File: src/rtl/nv_ram_fifo_ctrl_80x9.sv
// 80x9 FIFO controller for an external single-port-pair RAM with a registered
// output stage. Entries live in the RAM; a 3-entry output buffer hides the
// 3-cycle RAM read latency, and an empty FIFO lets pushes bypass the RAM array
// by loading the RAM output register directly.
module nv_ram_fifo_ctrl_80x9 (
    input  logic        clk,
    input  logic        reset,
    input  logic        wr_pvld,
    output logic        wr_prdy,
    input  logic [8:0]  wr_pd,
    output logic        rd_pvld,
    input  logic        rd_prdy,
    output logic [8:0]  rd_pd,
    output logic [6:0]  ram_wa,
    output logic        ram_we,
    output logic [8:0]  ram_di,
    output logic [6:0]  ram_ra,
    output logic        ram_re,
    output logic        ram_ore,
    input  logic [8:0]  ram_dout,
    output logic        ram_byp_sel,
    output logic [8:0]  ram_dbyp,
    input  logic [31:0] pwrbus_ram_pd,
    output logic [31:0] ram_pwrbus_pd
);

    localparam logic [6:0] DEPTH_C   = 7'd80;
    localparam logic [6:0] LAST_IDX_C = 7'd79;

    // Pointer increment with wrap at the last RAM entry.
    function automatic logic [6:0] next_ptr(input logic [6:0] ptr);
        if (ptr == LAST_IDX_C) begin
            next_ptr = 7'd0;
        end else begin
            next_ptr = ptr + 7'd1;
        end
    endfunction

    logic [6:0]       wr_ptr_r;
    logic [6:0]       rd_ptr_r;
    logic [6:0]       ram_cnt_r;
    logic             re_d1_r;     // read issued last cycle: its ore is this cycle
    logic             cap_r;       // ore last cycle: ram_dout is valid this cycle
    logic [1:0]       occ_r;
    logic [2:0][8:0]  buf_r;

    logic             push_s;
    logic             pop_s;
    logic [2:0]       busy_s;
    logic             credit_s;
    logic             rd_issue_s;
    logic             bypass_s;
    logic             wr_en_s;
    logic [1:0]       occ_tmp_s;
    logic [1:0]       occ_nxt_s;
    logic [2:0][8:0]  buf_nxt_s;

    assign wr_prdy       = (!reset) && (ram_cnt_r < DEPTH_C);
    assign rd_pvld       = (occ_r != 2'd0);
    assign rd_pd         = buf_r[0];
    assign ram_wa        = wr_ptr_r;
    assign ram_di        = wr_pd;
    assign ram_we        = wr_en_s;
    assign ram_ra        = rd_ptr_r;
    assign ram_re        = rd_issue_s;
    assign ram_ore       = re_d1_r | bypass_s;
    assign ram_byp_sel   = bypass_s;
    assign ram_dbyp      = bypass_s ? wr_pd : 9'd0;
    assign ram_pwrbus_pd = pwrbus_ram_pd;

    // Handshakes, output-buffer credit, read issue and bypass decision.
    always_comb begin
        push_s     = wr_pvld & wr_prdy;
        pop_s      = rd_pvld & rd_prdy;
        // Slots held by buffered data plus both pipeline stages; a pop this
        // cycle frees one.
        busy_s     = {1'b0, occ_r} + {2'b00, re_d1_r} + {2'b00, cap_r} - {2'b00, pop_s};
        credit_s   = (busy_s < 3'd3);
        rd_issue_s = (ram_cnt_r != 7'd0) && credit_s;
        // Bypass may not collide with the ore slot of last cycle's read.
        bypass_s   = push_s && (ram_cnt_r == 7'd0) && (!re_d1_r) && credit_s;
        wr_en_s    = push_s && (!bypass_s);
    end

    // Output buffer update: shift out on pop, then append captured RAM data.
    always_comb begin
        buf_nxt_s = buf_r;
        occ_tmp_s = occ_r;
        if (pop_s) begin
            buf_nxt_s[0] = buf_r[1];
            buf_nxt_s[1] = buf_r[2];
            buf_nxt_s[2] = 9'd0;
            occ_tmp_s    = occ_r - 2'd1;
        end else begin
            occ_tmp_s    = occ_r;
        end
        if (cap_r) begin
            case (occ_tmp_s)
                2'd0:    buf_nxt_s[0] = ram_dout;
                2'd1:    buf_nxt_s[1] = ram_dout;
                2'd2:    buf_nxt_s[2] = ram_dout;
                default: buf_nxt_s[2] = ram_dout;
            endcase
            occ_nxt_s = occ_tmp_s + 2'd1;
        end else begin
            occ_nxt_s = occ_tmp_s;
        end
    end

    // Pointers, RAM entry count and read pipeline state.
    always_ff @(posedge clk or posedge reset) begin
        if (reset) begin
            wr_ptr_r  <= 7'd0;
            rd_ptr_r  <= 7'd0;
            ram_cnt_r <= 7'd0;
            re_d1_r   <= 1'b0;
            cap_r     <= 1'b0;
        end else begin
            if (wr_en_s) begin
                wr_ptr_r <= next_ptr(wr_ptr_r);
            end
            if (rd_issue_s) begin
                rd_ptr_r <= next_ptr(rd_ptr_r);
            end
            ram_cnt_r <= ram_cnt_r + {6'd0, wr_en_s} - {6'd0, rd_issue_s};
            re_d1_r   <= rd_issue_s;
            cap_r     <= ram_ore;
        end
    end

    // Output buffer storage and occupancy.
    always_ff @(posedge clk or posedge reset) begin
        if (reset) begin
            occ_r <= 2'd0;
            buf_r <= '0;
        end else begin
            occ_r <= occ_nxt_s;
            buf_r <= buf_nxt_s;
        end
    end

endmodule

File: config.mk
export PLATFORM = sky130hd
export DESIGN_NAME = nv_ram_fifo_ctrl_80x9
export DESIGN_NICKNAME = d
export VERILOG_FILES = /design/src/rtl/nv_ram_fifo_ctrl_80x9.sv
export SDC_FILE = /design/constraint.sdc
export NUM_CORES = 1
export LEC_CHECK = 0
export BUFFER_PORTS_ARGS = -buffer_cell sky130_fd_sc_hd__buf_2
export CORE_ASPECT_RATIO = 1.5
export CORE_MARGIN = 4
export CORE_UTILIZATION = 48
export DETAILED_ROUTE_END_ITERATION = 10
export GPL_TIMING_DRIVEN = 0
export PLACE_DENSITY_LB_ADDON = 0.05
export SYNTH_ARGS = -nofsm -noshare
export SYNTH_HDL_FRONTEND = slang
export SYNTH_SLANG_ARGS = --single-unit
export TNS_END_PERCENT = 10
File: constraint.sdc
create_clock -name clk -period 5.9 [get_ports clk]
set_input_delay 0.885 -clock clk [delete_from_list [all_inputs] [get_ports clk]]
set_output_delay 0.885 -clock clk [all_outputs]
set_load 0.01 [all_outputs]
Word level (Yosys, flattened, before mapping)
Cells that the tools add are included.
{"block": "word_totals", "elab_cells": 50, "out_inout_bits": 79, "reg_bits": 52, "inputBits": 54}
{"block": "op_classes", "bitwise_logic": 3, "reduce_logical": 14, "add_sub_neg": 9, "eq_ne": 3, "n_lt_le_gt_ge": 2, "mux": 10}
{"operator": "$mux W27", "count": 2}
{"operator": "$mux W9", "count": 4}
{"operator": "$add A7 B1 Y7 const B", "count": 2}
{"operator": "$eq A7 B7 Y1 const B", "count": 2}
{"operator": "$mux W7", "count": 2}
{"operator": "$add A7 B1 Y7", "count": 1}
{"operator": "$logic_not A7 Y1", "count": 1}
{"operator": "$lt A7 B7 Y1 const B", "count": 1}
{"operator": "$reduce_bool A7 Y1", "count": 1}
{"operator": "$sub A7 B1 Y7", "count": 1}
{"operator": "$logic_and A1 B1 Y1", "count": 6}
{"operator": "$mux W2", "count": 2}
{"operator": "$add A2 B1 Y3", "count": 1}
{"operator": "$add A3 B1 Y3", "count": 1}
{"operator": "$logic_not A1 Y1", "count": 3}
{"operator": "$lt A3 B2 Y1 const B", "count": 1}
{"operator": "$sub A3 B1 Y3", "count": 1}
{"operator": "$add A2 B1 Y2 const B", "count": 1}
{"operator": "$and A1 B1 Y1", "count": 2}
{"operator": "$eq A2 B1 Y1 const B", "count": 1}
{"operator": "$logic_not A2 Y1", "count": 1}
{"operator": "$reduce_bool A2 Y1", "count": 1}
{"operator": "$reduce_or A2 Y1", "count": 1}
{"operator": "$sub A2 B1 Y2 const B", "count": 1}
{"operator": "$or A1 B1 Y1", "count": 1}

Logic depth before layout (Yosys ltp)
{"block": "depth", "depth_word": 10, "depth_mapped": 24, "depth_no_buf": 22}

Worst setup path before layout
OpenSTA, ideal clock, no wires.
{"block": "synth_timing", "kind": "input port to flip-flop", "from": "input port rd_prdy", "to": "register ram_cnt_r[6]", "setup_ps": 79, "cell_stages": 20, "arrival_ps": 4493, "setup_slack_ps": 1328, "path_cell_list": "nand2_1 clkbuf_1 inv_1 ha_1 fa_1 fa_1 o21ai_1 nand2b_4 buf_6 inv_2 ha_1 inv_1 ha_1 inv_1 fa_1 nor2b_1 or3_1 a31oi_1 o21bai_1 xor2_1"}
{"item": "start, declared", "line_no": "12", "source": "input logic rd_prdy,"}
{"item": "$and A1 B1 Y1", "line_no": "74", "source": "pop_s = rd_pvld & rd_prdy;"}
{"item": "$sub A3 B1 Y3", "line_no": "77", "source": "busy_s = {1'b0, occ_r} + {2'b00, re_d1_r} + {2'b00, cap_r} - {2'b00, pop_s};"}
{"item": "$lt A3 B2 Y1", "line_no": "78", "source": "credit_s = (busy_s < 3'd3);"}
{"item": "$logic_and A1 B1 Y1", "line_no": "79", "source": "rd_issue_s = (ram_cnt_r != 7'd0) && credit_s;"}
{"item": "via ram_re", "line_no": "18", "source": "output logic ram_re,"}
{"item": "$sub A7 B1 Y7", "line_no": "125", "source": "ram_cnt_r <= ram_cnt_r + {6'd0, wr_en_s} - {6'd0, rd_issue_s};"}
{"item": "end signal, assigned", "line_no": "125"}
{"item": "end, declared", "line_no": "41", "source": "logic [6:0] ram_cnt_r;"}
The timed path passes the listed nets, and every way through them passes these cells.
A chain may end at the register's enable or synchronous reset.

Worst setup path after layout
{"block": "layout_timing", "from": "register occ_r[0]", "to": "register ram_cnt_r[6]"}
{"block": "layout_via", "elab_chain_cells": 9}
{"item": "start, declared", "line_no": "44", "source": "logic [1:0] occ_r;"}
{"item": "start signal, assigned", "line_no": "137", "source": "occ_r <= occ_nxt_s;"}
{"item": "$add A2 B1 Y3 or $reduce_bool A2 Y1 (tied branches)", "line_no": "77, 59"}
{"item": "$add A3 B1 Y3 or $and A1 B1 Y1 (tied branches)", "line_no": "77, 74"}
{"item": "$sub A3 B1 Y3 (*)", "line_no": "77"}
{"item": "$lt A3 B2 Y1 (*)", "line_no": "78"}
{"item": "$logic_and A1 B1 Y1", "line_no": "81", "source": "bypass_s = push_s && (ram_cnt_r == 7'd0) && (!re_d1_r) && credit_s;"}
{"item": "$logic_not A1 Y1", "line_no": "82", "source": "wr_en_s = push_s && (!bypass_s);"}
{"item": "$logic_and A1 B1 Y1", "line_no": "82"}
{"item": "$add A7 B1 Y7", "line_no": "125"}
{"item": "$sub A7 B1 Y7 (*)", "line_no": "125"}
Every way passes the cells marked *; elsewhere a longest branch is shown, timed or not.

==> summary.txt <==
Synth
  – Unique cell type count in the Yosys netlist: 44
  – Synth Warn #: 0
  – Post-Synthesis Cells: 332
  – Syn_nets: 406
  – #FFs+latches synth: 52
  – Synth cell count leaders: dfrtp_1 (52), buf_4 (50), nand2_1 (50)
  – Synth area leader: dfrtp_1
  – Avg Cell Area, Syn: 9.52 um^2
  – Area contributors post-synth: dfrtp_1 (41%), buf_4 (12%), ha_1 (6.7%)
  – Post-synth EDFFs: 0
  – Post-synthesis sequential area ratio: 41.2%
  – Top FF cell, synth: dfrtp_1
  – Top-count cell post-synth: dfrtp_1
  – Asr flop ratio synth: 100%
  – Post-synth top area share: 41.2%
  – Mapped Area: 0.00316 mm^2

Floorplan
  – Core box area: 0.00644 mm^2
  – Initial core utilization: 49.1%
  – Die area: 0.00797 mm^2
  – Die X-Extent: 74.3 um
  – Rows: 36
  – Chip height: 107 um
  – IO Pins: 133

Timing
  – # setup viols final: 0
  – PnR worst setup slack: 1010 ps
  – RSZ-0062 raised after global routing: no
  – Clock skew: 8.89 ps
  – Final TNS setup: 0 ps
  – Achievable Freq: 204 MHz
  – Worst Max-Slew Pin Slew: 513 ps
  – Final hold slack: 500 ps
  – Slew HR: 65.6%
  – Hold Vio Cnt, Final: 0
  – Final period util: 83.0%
  – Max-slew violations: 0
  – Min cycle time layout: 4890 ps

Setup path
  – Kind of critical path: reg -> reg
  – Most Frequent Cell on Critical Path: inv_1
  – Worst path top cell family by delay: adder cells
  – CP endpoint kind: flip-flop
  – CP required: 6120 ps
  – CP max-delay cell: fa_1
  – Worst EP arrival: 5120 ps
  – Crit-path max cell delay: 440 ps
  – Buffers and inverters on the worst path: 8
  – Crit-path max FO: 10
  – Startpoint types: flip-flop
  – CP Cell Sequence: inv_1, ha_1, inv_1, nand2_1, clkbuf_1, inv_1, ha_1, fa_1, fa_1, o21ai_1, nand2b_4, buf_6, inv_2, ha_1, inv_1, ha_1, inv_1, fa_1, nor2b_1, or3_1, a31oi_1, o21bai_1, xor2_1

Status
  – Status: completed

Detailed routing
  – Drt via density: 4.79
  – First drt pass iteration count: 4
  – Wire per inst: 12.8 um
  – DRC viols: 0
  – Vias: 2476
  – Starting DRT DRC Count: 141
  – Final ANT Viol Nets: 0
  – WL final: 6.63 mm

Place
  – DP HPWL: 5.25 mm
  – # port buffers: 100
  – RePlAce Congestion: 0.775
  – Area after DPL: 0.00378 mm^2
  – Worst slack, placed: 767 ps

Clock tree
  – H-tree levels: 2
  – CTS root buffer: clkbuf_8
  – CTS buffer count: 5
  – Clk slew on worst S/H paths: 100 ps
  – Post-CTS Setup Inserts: 0
  – TritonCTS Sinks: 52
  – Max Root-Sink Buffers: 2
  – Post-cts hold buffer count: 0
  – CTS tree: yes
  – Clock latency on the worst-skew pair: 300 ps
  – Post_cts resized: 0

Min path
  – Hold Path Class: reg -> reg

Final layout
  – Design area: 0.00388 mm^2
  – Fill count: 599
  – Area grow syn2layout: 22.9%
  – N_diodes: 0
  – Final Net Count: 514
  – Multi-input logic area: 0.00135 mm^2
  – Register area: 0.00130 mm^2
  – Layout cells sized above 1: 39.0%
  – Finished Core Util: 60.3%

Power
  – Worst VDD drop: 302 uV
  – NetSw: 818 uW
  – Int Pwr: 1140 uW
  – Seq pwr share: 31.8%
  – Power Density: 504 mW/mm^2
  – Sw Ratio: 41.8%
  – Clk pwr share: 12.6%
  – Leak pwr: 0.00210 uW
  – Gate power share: 55.6%

GRT
  – Wire length of the first global-routing pass: 11.1 mm
  – Antenna violations before repair: 0
  – Gr usage total: 17.4%
  – Largest net degree at the start of global routing: 31
  – Vias in the first global route: 2557
  – GRT overflow: 0

Flow run
  – MaxCap Viol Count: 0
[cells by family (layout without fill, tap and decap cells)]
family | count (synthesis) | after routing | share of synthesized area (%)
AND/OR/NAND/NOR | 96 | 96 | 15.1
buffers and inverters | 83 | 192 | 16.2
flip-flops | 52 | 52 | 41.2
AO/OA/AOI/OAI | 48 | 48 | 8.83
multiplexers | 22 | 22 | 7.01
XOR/XNOR | 11 | 11 | 3.05
adder cells (fa/ha/maj) | 20 | 20 | 8.63
[sequential cells by signal (all words and copies together), names as in the netlist]
register / count
rd_pd: 9
ram_ra: 7
cap_r: 1
ram_wa: 7
ram_cnt_r: 7
re_d1_r: 1
buf_r: 18
occ_r: 2
[final timing paths]
kind                                    start  slack (ps)                     end  cells past startpoint
max                        occ_r[0]$_DFF_PP0_        1010  ram_cnt_r[6]$_DFF_PP0_                     23
min                           cap_r$_DFF_PP0_         500      occ_r[0]$_DFF_PP0_                      1
max reg2reg                occ_r[0]$_DFF_PP0_        1010  ram_cnt_r[6]$_DFF_PP0_                     23
min reg2reg                   cap_r$_DFF_PP0_         500      occ_r[0]$_DFF_PP0_                      1
max in group asynchronous               reset        4750         cap_r$_DFF_PP0_                      3
min in group asynchronous               reset         620  ram_cnt_r[4]$_DFF_PP0_                      2
[worst reg2reg max path, delay by kind of cell (launching register included)]
kind	cells	cell delay (ps)
flip-flops	1	370
AO/OA/AOI/OAI	3	550
AND/OR/NAND/NOR	4	600
XOR/XNOR	1	160
buffers and inverters	8	980
adder cells (fa/ha/maj)	7	2130
[through the flow]
stage	instances	power (uW)
2_1_floorplan	332	1440
3_3_place_gp	508	1710
3_5_place_dp	509	1740
4_1_cts	517	1990
5_1_grt	517	2160
6_report	517	1960
[area by class of cell]
class	count	area share (%)
buffer	61	11.1
clock buffer	6	1.87
clock inverter	2	0.902
inverter	22	2.13
multi-input combinational	197	34.7
sequential	52	33.5
tap	76	2.45
timing repair buffer	101	13.4
[power groups by stage]
stage	logic (uW)	registers (uW)	clock network (uW)
4_1_cts	1110	625	253
6_report	1090	623	246
5_1_grt	1250	644	266
3_5_place_dp	1100	633	0
2_1_floorplan	818	622	0
3_3_place_gp	1080	627	0
[cell usage in the layout, fill, tap and decap left out, types with 4 or more instances in the layout]
cell type / instances
xor2_1: 4
and2_1: 11
buf_2: 104
ha_1: 17
nand3_1: 5
a21oi_1: 4
nor2_1: 6
inv_1: 20
clkbuf_8: 5
nand2_1: 50
o21ai_1: 4
dfrtp_1: 52
mux2i_1: 21
buf_4: 50
clkbuf_1: 7
xnor2_1: 7
o21ai_0: 27
[per-layer routing]
layer	part of all wire (%)	vias up	routed length [um]	global-route usage [%]
li1	-	1258	-	-
met4	1.1	0	76	5.47
met2	56	55	3710	32.4
met3	4.3	7	287	3.18
met1	39	1156	2560	19.5
met5	0	-	0	0
Power figures use the tool's default switching activity.
